==> config.mk <==
export PLATFORM = sky130hd
export DESIGN_NAME = aux_uart_regs_flat
export DESIGN_NICKNAME = d
export VERILOG_FILES = /design/src/rtl/aux_uart_pkg.sv /design/src/rtl/aux_uart_regs_if.sv /design/src/rtl/aux_uart_regs_fifo.sv /design/src/rtl/aux_uart_regs.sv /design/src/flat_wrapper.sv
export SDC_FILE = /design/constraint.sdc
export NUM_CORES = 1
export LEC_CHECK = 0
export BUFFER_PORTS_ARGS = -buffer_cell sky130_fd_sc_hd__buf_2
export CAP_MARGIN = 20
export CORE_UTILIZATION = 30
export CTS_CLUSTER_SIZE = 20
export DETAILED_ROUTE_END_ITERATION = 10
export SYNTH_ARGS = -nofsm -noshare
export SYNTH_HDL_FRONTEND = slang
export SYNTH_SLANG_ARGS = --single-unit
==> constraint.sdc <==
create_clock -name clk -period 4.3 [get_ports clk]
set_clock_uncertainty 0.2 [all_clocks]
set_input_delay 0.43 -clock clk [delete_from_list [all_inputs] [get_ports clk]]
set_output_delay 0.43 -clock clk [all_outputs]
set_load 0.005 [all_outputs]
==> src/rtl/aux_uart_pkg.sv <==
// Shared register offsets and STATUS bit positions for the aux-bus UART register block.
package aux_uart_pkg;

   localparam logic [2:0] REG_DATA   = 3'd0;
   localparam logic [2:0] REG_STATUS = 3'd1;
   localparam logic [2:0] REG_PRE_LO = 3'd2;
   localparam logic [2:0] REG_PRE_HI = 3'd3;
   localparam logic [2:0] REG_IRQ_EN = 3'd4;

   localparam int ST_RX_NEMPTY = 0;
   localparam int ST_TX_NFULL  = 1;
   localparam int ST_TX_IDLE   = 2;
   localparam int ST_RX_OVR    = 3;
   localparam int ST_TX_OVF    = 4;
   localparam int ST_IRQ       = 5;

endpackage

==> src/rtl/aux_uart_regs_if.sv <==
// Aux bus between the risc16f84 core (master) and a peripheral register block (slave).
interface aux_uart_regs_if #(parameter int AW = 16);

   logic [AW-1:0] aux_adr_i;
   logic [7:0]    aux_dat_i;
   logic [7:0]    aux_dat_o;
   logic          aux_dat_oe_o;
   logic          aux_we_i;
   logic          aux_re_i;

   modport slave (
      input  aux_adr_i, aux_dat_i, aux_we_i, aux_re_i,
      output aux_dat_o, aux_dat_oe_o
   );

   modport master (
      output aux_adr_i, aux_dat_i, aux_we_i, aux_re_i,
      input  aux_dat_o, aux_dat_oe_o
   );

endinterface

==> src/rtl/aux_uart_regs_fifo.sv <==
// Show-ahead synchronous FIFO; a push into a full FIFO is accepted only when a pop frees a slot.
module sync_fifo #(
   parameter int WIDTH = 8,
   parameter int AW    = 4
) (
   input  logic             clk,
   input  logic             reset_n,
   input  logic             push,
   input  logic [WIDTH-1:0] din,
   input  logic             pop,
   output logic [WIDTH-1:0] dout,
   output logic             full,
   output logic             empty,
   output logic [AW:0]      count
);

   localparam int DEPTH = 1 << AW;

   logic [WIDTH-1:0] mem [DEPTH];
   logic [AW-1:0]    wr_ptr;
   logic [AW-1:0]    rd_ptr;
   logic             do_push;
   logic             do_pop;

   assign empty   = (count == '0);
   assign full    = (count == (AW+1)'(DEPTH));
   assign do_pop  = pop & ~empty;
   assign do_push = push & (~full | do_pop);
   assign dout    = mem[rd_ptr];

   always_ff @(posedge clk) begin
      if (!reset_n) begin
         wr_ptr <= '0;
         rd_ptr <= '0;
         count  <= '0;
      end else begin
         if (do_push) wr_ptr <= wr_ptr + 1'b1;
         if (do_pop)  rd_ptr <= rd_ptr + 1'b1;
         case ({do_push, do_pop})
            2'b10:   count <= count + 1'b1;
            2'b01:   count <= count - 1'b1;
            default: count <= count;
         endcase
      end
   end

   // Storage needs no reset: the pointers define which entries are valid.
   always_ff @(posedge clk) begin
      if (do_push) mem[wr_ptr] <= din;
   end

endmodule

==> src/rtl/aux_uart_regs.sv <==
// UART register window on the risc16f84 aux bus: TX/RX FIFOs, status flags, prescale and IRQ.
module aux_uart_regs
   import aux_uart_pkg::*;
#(
   parameter int                         AUX_ADDR_WIDTH = 16,
   parameter logic [AUX_ADDR_WIDTH-1:0]  BASE_ADDR      = 16'hFF00,
   parameter int                         FIFO_AW        = 4,
   parameter logic [15:0]                PRESCALE_RST   = 16'd1
) (
   input  logic        clk,
   input  logic        reset_n,
   aux_uart_regs_if.slave aux,
   output logic [7:0]  tx_tdata_o,
   output logic        tx_tvalid_o,
   input  logic        tx_tready_i,
   input  logic [7:0]  rx_tdata_i,
   input  logic        rx_tvalid_i,
   output logic        rx_tready_o,
   output logic [15:0] prescale_o,
   output logic        irq_o
);

   localparam int FIFO_DEPTH = 1 << FIFO_AW;

   logic             hit;
   logic [2:0]       off;
   logic             wr;
   logic             rd;
   logic [7:0]       rdata;
   logic [7:0]       status;

   logic             tx_push, tx_pop, tx_full, tx_empty;
   logic [FIFO_AW:0] tx_count;
   logic             rx_push, rx_pop, rx_full, rx_empty;
   logic [FIFO_AW:0] rx_count;
   logic [7:0]       rx_head;

   logic             rx_ovr, tx_ovf;
   logic [1:0]       irq_en;
   logic             rx_ovr_set, tx_ovf_set;
   logic             rx_ovr_clr, tx_ovf_clr;

   assign hit = (aux.aux_adr_i[AUX_ADDR_WIDTH-1:3] == BASE_ADDR[AUX_ADDR_WIDTH-1:3]);
   assign off = aux.aux_adr_i[2:0];
   assign wr  = aux.aux_we_i & hit;
   // A simultaneous write takes the cycle; the read still returns data but has no side effect.
   assign rd  = aux.aux_re_i & hit & ~aux.aux_we_i;

   assign tx_push = wr & (off == REG_DATA);
   assign tx_pop  = tx_tvalid_o & tx_tready_i;
   assign rx_push = rx_tvalid_i & rx_tready_o;
   assign rx_pop  = rd & (off == REG_DATA) & ~rx_empty;

   assign tx_ovf_set = tx_push & tx_full & ~tx_pop;
   assign rx_ovr_set = rx_push & rx_full & ~rx_pop;
   assign tx_ovf_clr = wr & (off == REG_STATUS) & aux.aux_dat_i[ST_TX_OVF];
   assign rx_ovr_clr = wr & (off == REG_STATUS) & aux.aux_dat_i[ST_RX_OVR];

   sync_fifo #(.WIDTH(8), .AW(FIFO_AW)) u_tx_fifo (
      .clk     (clk),
      .reset_n (reset_n),
      .push    (tx_push),
      .din     (aux.aux_dat_i),
      .pop     (tx_pop),
      .dout    (tx_tdata_o),
      .full    (tx_full),
      .empty   (tx_empty),
      .count   (tx_count)
   );

   sync_fifo #(.WIDTH(8), .AW(FIFO_AW)) u_rx_fifo (
      .clk     (clk),
      .reset_n (reset_n),
      .push    (rx_push),
      .din     (rx_tdata_i),
      .pop     (rx_pop),
      .dout    (rx_head),
      .full    (rx_full),
      .empty   (rx_empty),
      .count   (rx_count)
   );

   assign tx_tvalid_o = ~tx_empty;

   always_ff @(posedge clk) begin
      if (!reset_n) begin
         rx_tready_o <= 1'b0;
         rx_ovr      <= 1'b0;
         tx_ovf      <= 1'b0;
         irq_en      <= 2'b00;
         prescale_o  <= PRESCALE_RST;
         irq_o       <= 1'b0;
      end else begin
         rx_tready_o <= 1'b1;
         // Set has priority over a write-one-to-clear in the same cycle.
         if (rx_ovr_set)      rx_ovr <= 1'b1;
         else if (rx_ovr_clr) rx_ovr <= 1'b0;
         if (tx_ovf_set)      tx_ovf <= 1'b1;
         else if (tx_ovf_clr) tx_ovf <= 1'b0;
         if (wr && off == REG_PRE_LO) prescale_o[7:0]  <= aux.aux_dat_i;
         if (wr && off == REG_PRE_HI) prescale_o[15:8] <= aux.aux_dat_i;
         if (wr && off == REG_IRQ_EN) irq_en           <= aux.aux_dat_i[1:0];
         irq_o <= (irq_en[0] & ~rx_empty) | (irq_en[1] & tx_empty);
      end
   end

   always_comb begin
      status               = 8'h00;
      status[ST_RX_NEMPTY] = ~rx_empty;
      status[ST_TX_NFULL]  = ~tx_full;
      status[ST_TX_IDLE]   = tx_empty;
      status[ST_RX_OVR]    = rx_ovr;
      status[ST_TX_OVF]    = tx_ovf;
      status[ST_IRQ]       = irq_o;
   end

   always_comb begin
      rdata = 8'h00;
      if (hit) begin
         case (off)
            REG_DATA:   rdata = rx_empty ? 8'h00 : rx_head;
            REG_STATUS: rdata = status;
            REG_PRE_LO: rdata = prescale_o[7:0];
            REG_PRE_HI: rdata = prescale_o[15:8];
            REG_IRQ_EN: rdata = {6'b0, irq_en};
            default:    rdata = 8'h00;
         endcase
      end
   end

   assign aux.aux_dat_o    = rdata;
   assign aux.aux_dat_oe_o = aux.aux_re_i & hit;

   a_tx_count: assert property (@(posedge clk) disable iff (!reset_n)
                                tx_count <= (FIFO_AW+1)'(FIFO_DEPTH));
   a_rx_count: assert property (@(posedge clk) disable iff (!reset_n)
                                rx_count <= (FIFO_AW+1)'(FIFO_DEPTH));

endmodule

==> src/flat_wrapper.sv <==
// flat-port wrapper written by rule: the top's interface ports become plain ports
module aux_uart_regs_flat import aux_uart_pkg::*;
#(
   parameter int                         AUX_ADDR_WIDTH = 16,
   parameter logic [AUX_ADDR_WIDTH-1:0]  BASE_ADDR      = 16'hFF00,
   parameter int                         FIFO_AW        = 4,
   parameter logic [15:0]                PRESCALE_RST   = 16'd1
)
  (clk, reset_n, tx_tdata_o, tx_tvalid_o, tx_tready_i, rx_tdata_i, rx_tvalid_i, rx_tready_o, prescale_o, irq_o, aux_aux_adr_i, aux_aux_dat_i, aux_aux_we_i, aux_aux_re_i, aux_aux_dat_o, aux_aux_dat_oe_o);
  aux_uart_regs_if #(.AW(16)) aux_i ();
  input  logic clk;
  input  logic reset_n;
  output logic [7:0] tx_tdata_o;
  output logic tx_tvalid_o;
  input  logic tx_tready_i;
  input  logic [7:0] rx_tdata_i;
  input  logic rx_tvalid_i;
  output logic rx_tready_o;
  output logic [15:0] prescale_o;
  output logic irq_o;
  input wire logic [$bits(aux_i.aux_adr_i)-1:0] aux_aux_adr_i;
  input wire logic [$bits(aux_i.aux_dat_i)-1:0] aux_aux_dat_i;
  input wire logic [$bits(aux_i.aux_we_i)-1:0] aux_aux_we_i;
  input wire logic [$bits(aux_i.aux_re_i)-1:0] aux_aux_re_i;
  output wire logic [$bits(aux_i.aux_dat_o)-1:0] aux_aux_dat_o;
  output wire logic [$bits(aux_i.aux_dat_oe_o)-1:0] aux_aux_dat_oe_o;
  assign aux_i.aux_adr_i = aux_aux_adr_i;
  assign aux_i.aux_dat_i = aux_aux_dat_i;
  assign aux_i.aux_we_i = aux_aux_we_i;
  assign aux_i.aux_re_i = aux_aux_re_i;
  assign aux_aux_dat_o = aux_i.aux_dat_o;
  assign aux_aux_dat_oe_o = aux_i.aux_dat_oe_o;
  aux_uart_regs #(.AUX_ADDR_WIDTH(AUX_ADDR_WIDTH), .BASE_ADDR(BASE_ADDR), .FIFO_AW(FIFO_AW), .PRESCALE_RST(PRESCALE_RST)) u_core (.clk(clk), .reset_n(reset_n), .aux(aux_i), .tx_tdata_o(tx_tdata_o), .tx_tvalid_o(tx_tvalid_o), .tx_tready_i(tx_tready_i), .rx_tdata_i(rx_tdata_i), .rx_tvalid_i(rx_tvalid_i), .rx_tready_o(rx_tready_o), .prescale_o(prescale_o), .irq_o(irq_o));
endmodule
Yosys cells after proc, flatten, opt, wreduce, memory -nomap -nowiden
Memories as Yosys holds them, arrays and structs flattened. A register that Yosys moved wholly into a read port is not among the register bits.
Cells that the tools add are included.
- register bits after elaboration: 48
- latch bits: 0
- memory bits (writable): 256
- memory bits (read-only): 0
- input port bits: 38
- output and inout bits: 36
- logic and storage cells: 93
- memories kept: 2
- memory list (memory ; depth ; width ; rd ports ; clocked after memory_dff ; wr ports ; RTL line ; text):
    u_core.u_rx_fifo.mem ; 16 ; 8 ; 1 ; 1 ; 1 ; aux_uart_regs_fifo.sv:19 ; logic [WIDTH-1:0] mem [DEPTH];
    u_core.u_tx_fifo.mem ; 16 ; 8 ; 1 ; 1 ; 1 ; aux_uart_regs_fifo.sv:19 ;
- $add $sub $neg: 8
- multiply operators: 0
- div/mod/pow operators: 0
- order comparisons: 0
- equal/unequal tests: 11
- shift operators: 0
- multiplexer cells: 18
- bitwise gates (word level): 31
- reduce and logical (&&, ||, !) cells: 10
- operators with widths (cell ; count):
    one-hot mux 8 bit (5 select lines) ; 1
    bitwise AND 1 bit ; 21
    one-hot mux 5 bit (2 select lines) ; 2
    adder 4 x 1 -> 4 bit (second input constant) ; 4
    2-to-1 mux 4 bit ; 4
    2-to-1 mux 8 bit ; 2
    equality test 13 bit (second input constant) ; 1
    adder 5 x 1 -> 5 bit (second input constant) ; 2
    equality test 5 bit (second input constant) ; 2
    logical NOT 5 bit ; 2
    subtractor 5 x 1 -> 5 bit (second input constant) ; 2
    2-to-1 mux 1 bit ; 9
    nonzero test 2 bit ; 4
    inverter 1 bit ; 7
    equality test 3 x 2 -> 1 bit (second input constant) ; 2
    equality test 2 x 1 -> 1 bit (second input constant) ; 2
    equality test 2 bit (second input constant) ; 2
    equality test 3 x 1 -> 1 bit (second input constant) ; 1
    equality test 3 bit (second input constant) ; 1
    logical AND 1 bit ; 3
    logical NOT 3 bit ; 1
    bitwise OR 1 bit ; 3

Depth between registers and ports, before layout
- depth after elaboration: 10
- gate-level depth with buffers: 14
- mapped depth without buffers: 12

Cells and area by module
Synthesis repeated with hierarchy kept, for this count alone.
- cell total of the unflattened synthesis: 799
- area total of the unflattened synthesis: 13085.0 sq um
- by module, submodules not included (module ; times used ; cells each ; area an instance (sq um) ; sequential area each (sq um)):
    sync_fifo (u_core.u_tx_fifo) ; 1 ; 323 ; 5908.2 ; 4184.0
    sync_fifo (u_core.u_rx_fifo) ; 1 ; 323 ; 5895.7 ; 4184.0
    aux_uart_regs ; 1 ; 153 ; 1281.2 ; 440.4

Worst setup path after synthesis
Ideal clock, no wire load.
- path kind: input -> register
- from: in aux_aux_adr_i[2]
- to: reg u_core.u_tx_fifo.count[4]
- arrival: 3.010 ns
- path slack: 1.020 ns
- cell stages on the path: 13
- path buffers: 2
- path through: buf_2 -> or3_4 -> a31oi_1 -> and3_1 -> buf_4 -> inv_1 -> ha_1 -> ha_1 -> nor2b_1 -> o21ai_0 -> a21oi_1 -> or4_1 -> a21oi_1
- longest elaborated chain between the ends: 5
- RTL lines (item ; RTL line ; text):
    start: declaration ; flat_wrapper.sv:21 ; input wire logic [$bits(aux_i.aux_adr_i)-1:0] aux_aux_adr_i;
    logical NOT 3 bit * ; aux_uart_regs.sv:49 ; assign tx_push = wr & (off == REG_DATA);
    bitwise AND 1 bit * ; aux_uart_regs.sv:49 ;
    bitwise AND 1 bit * ; aux_uart_regs_fifo.sv:28 ; assign do_push = push & (~full | do_pop);
    equality test 2 x 1 -> 1 bit / equality test 2 bit (equally long branches) ; aux_uart_regs_fifo.sv:39 ; case ({do_push, do_pop})
    one-hot mux 5 bit (2 select lines) / nonzero test 2 bit (equally long branches) ; n/a ;
    end signal: assignment ; aux_uart_regs_fifo.sv:40 ; 2'b10: count <= count + 1'b1;
    end signal: assignment ; aux_uart_regs_fifo.sv:41 ; 2'b01: count <= count - 1'b1;
    end signal: assignment ; aux_uart_regs_fifo.sv:42 ; default: count <= count;
    end: declaration ; aux_uart_regs_fifo.sv:14 ; output logic [AW:0] count
Mark *: on every way between the ends. The rest lies on a longest branch, timed or not.
A chain may end at the register's enable or synchronous reset.

Worst setup path in the final report
- from: reg u_core.u_tx_fifo.count[0]
- to: reg u_core.u_tx_fifo.count[4]
- longest elaborated chain between the ends: 8
- RTL lines (item ; RTL line ; text):
    logical NOT 5 bit ; aux_uart_regs_fifo.sv:25 ; assign empty = (count == '0);
    inverter 1 bit ; aux_uart_regs_fifo.sv:27, aux_uart_regs.sv:83 ;
    bitwise AND 1 bit ; aux_uart_regs.sv:50 ; assign tx_pop = tx_tvalid_o & tx_tready_i;
    bitwise AND 1 bit ; aux_uart_regs_fifo.sv:27 ; assign do_pop = pop & ~empty;
    bitwise OR 1 bit ; aux_uart_regs_fifo.sv:28 ;
    bitwise AND 1 bit ; aux_uart_regs_fifo.sv:28 ;
    equality test 2 x 1 -> 1 bit / equality test 2 bit (equally long branches) ; aux_uart_regs_fifo.sv:39 ;
    one-hot mux 5 bit (2 select lines) / nonzero test 2 bit (equally long branches) ; n/a ;
Parallel ways exist; a longest one is shown, timed or not.

==> impl_metrics.toml <==
[final_layout]
utilization_pct = 35.4
layout-drive-gt1-share_pct = 28.3
multi_input_area_um2 = 3740
nFillCells = 3930
num-nets-final = 880
seq_area_um2 = 8810
syn_to_final_growth_pct = 16.5
postLayoutCellArea_um2 = 14800
finalNonFillerCells = 1386
antenna_cells = 0

[setup_path]
startpoint_type = "register"
critical_path_arrival_ps = 3900
critical_path_required_ps = 4590
crit_path_end_kind = "register"
r2r_cells = 12
path_max_fanout = 6
crit_type = "register to register"

[clocking]
htreeDepth = 1
cts_tree = "done"
root_buffer = "clkbuf_16"
clkLatencyLatePin_ps = 560
cts_sinks = 312
clk_pin_slew_ps = 60
post_cts_buffers = 0
postCtsHoldBufs = 1
cts_buffers = 31
clockBufferDepth = 3
post_cts_resized = 0

[die]
die_width_um = 208
dieArea_um2 = 43300
coreArea_um2 = 41900
die_h_um = 208
start_util_pct = 30.4
boundaryPins = 74
row_count = 75

[detailed_routing]
first_iter_violations = 592
drt_pass1_iterations = 4
routed_via_density = 4.92
vias = 6813
drc = 0
ant_nets = 0
wl_per_cell_um = 20.1
routed_wirelength_mm = 27.9

[synth]
ys_types = 55
yosys_register_bits = 312
avgSynthCellArea_um2 = 17.4
synth.top_cell.area_share_pct = 60.3
synth-async-reset-ratio_pct = 0
synth_commonest_cells = "256 x edfxtp_1, 79 x mux4_2, 59 x nor2_1"
synth.most_common_cell = "edfxtp_1"
yosys-top-cells-area = "edfxtp_1 60%, mux4_2 14%, dfxtp_1 8.8%"
synth_flop_cell = "edfxtp_1"
synth_top_cell_by_area = "edfxtp_1"
synth_nets = 789
synthCells = 734
synth-edff-count = 256
yosysSeqAreaShare_pct = 69.1
yosys_warnings = 0
syn_area_um2 = 12700

[min_path]
hold-path-cell-count = 1
hp-class = "input pin to register"

[pwr]
power_density_nw_per_um2 = 412
peakVddDrop_mv = 0.328
p_leak_uw = 0.00495

[sta]
min_period_ps = 3610
fmax_mhz = 277
period_share_pct = 83.9
tns_ps = 0
hold_viol = 0
timing.final.ws_setup_ps = 692
relSlewSlack_pct = 37.5
setup_viol = 0
worst_pin_slew_ps = 934
final_max_slew_viol_count = 0
rsz0062_at_grt = "false"

[placement]
portBuffers = 73
place_congestion = 0.829
placed_cell_area_um2 = 13800
hpwl_mm = 18.7
post-place-ws_ps = 787
place_inst = 1330

[global_routing]
antenna_found_initial = 0
gr-usage-all-layers_pct = 13.0
grt_max_degree = 47
grt_pass1_vias = 6842
grt_overflow = 0
grt_pass1_wl_mm = 42.7

[run]
drv_cap = 0

[run_status]
outcome = "finished clean"
report_power, final:
group / total, uW / internal, uW / switching (uW)
Combinational: 127 / 38.4 / 89.0
Sequential: 3280 / 3270 / 5.57
Clock: 2720 / 1610 / 1100
per-stage QoR:
step / hold WS, ps / total power, uW
after floorplan: 250 / 3400
after global placement: 276 / 3470
after detailed placement: 292 / 3470
after CTS: 35.2 / 6180
after global routing: 43.7 / 6300
final: 62.1 / 6120
per-layer routing:
layer	vias up	global-route usage, %	wire (um)
met5	-	0	0
met4	0	2.68	471
met3	36	2.28	1480
met2	179	20.9	13200
met1	3500	18.6	12700
li1	3098	-	-
path summary, 6_finish.rpt:
kind,startpoint,end,slack [ps]
worst max-delay path,u_core.u_tx_fifo.count[0],u_core.u_tx_fifo.count[4],690
worst min-delay path,rx_tdata_i[2],u_core.u_rx_fifo.mem[8][2],60
worst max register to register,u_core.u_tx_fifo.count[0],u_core.u_tx_fifo.count[4],690
worst min register to register,u_core.tx_ovf,u_core.tx_ovf,300
worst max-delay path, stage by stage (launching register included):
cell and delay [ps]:
dfxtp_1 340, nor4_1 650, a31oi_1 190, and3_1 290, inv_1 120, ha_1 230
inv_1 100, fa_1 390, nor2b_1 160, o21ai_0 110, and3_1 200, or4_1 390
a21oi_1 150
cell families after synthesis:
| kind of cell | count (synthesis) | synth area share [%] |
|---|---|---|
| compound gates | 64 | 3.14 |
| xor+xnor | 11 | 0.756 |
| fa+ha+maj | 17 | 1.73 |
| buf+inv | 54 | 1.71 |
| flops | 312 | 69.1 |
| mux | 111 | 16.5 |
| simple gates | 165 | 7.02 |
area by class of cell:
type                       instances  share of cell area [%]
clock buffer                      42                    5.71
clock inverter                    13                    1.14
inverter                          18                   0.455
multi-input combinational        368                    25.2
sequential                       312                    59.4
tap                              539                    4.54
timing repair buffer              94                    3.62
state kept, by name (all words and copies together), names as in the netlist, 4 cells and up, named ones only:
name	cells
u_core.prescale_o	16
u_core.u_rx_fifo.count	5
u_core.u_rx_fifo.mem	128
u_core.u_rx_fifo.rd_ptr	4
u_core.u_rx_fifo.wr_ptr	4
u_core.u_tx_fifo.count	5
u_core.u_tx_fifo.mem	128
u_core.u_tx_fifo.rd_ptr	4
u_core.u_tx_fifo.wr_ptr	4
layout by cell type, fill, tap and decap left out, types with 4 or more instances in the layout:
cell         n
a211oi_1     4
a21oi_1     22
a22oi_1      7
a31oi_1      4
and2_1       4
and3_1      12
buf_2       73
buf_4       19
bufinv_16    4
clkbuf_1     8
clkbuf_16   31
clkinv_2     4
dfxtp_1     54
edfxtp_1   256
ha_1        16
inv_1       17
mux2_2       6
mux2i_1     26
mux4_2      79
nand2_1     23
nand2b_1     4
nand3_1     16
nand4_1      5
nor2_1      59
nor2b_1      8
nor3_1      10
nor4b_2      4
o21ai_0      9
xnor2_1      5
xor2_1       6
Power figures use the tool's default switching activity.
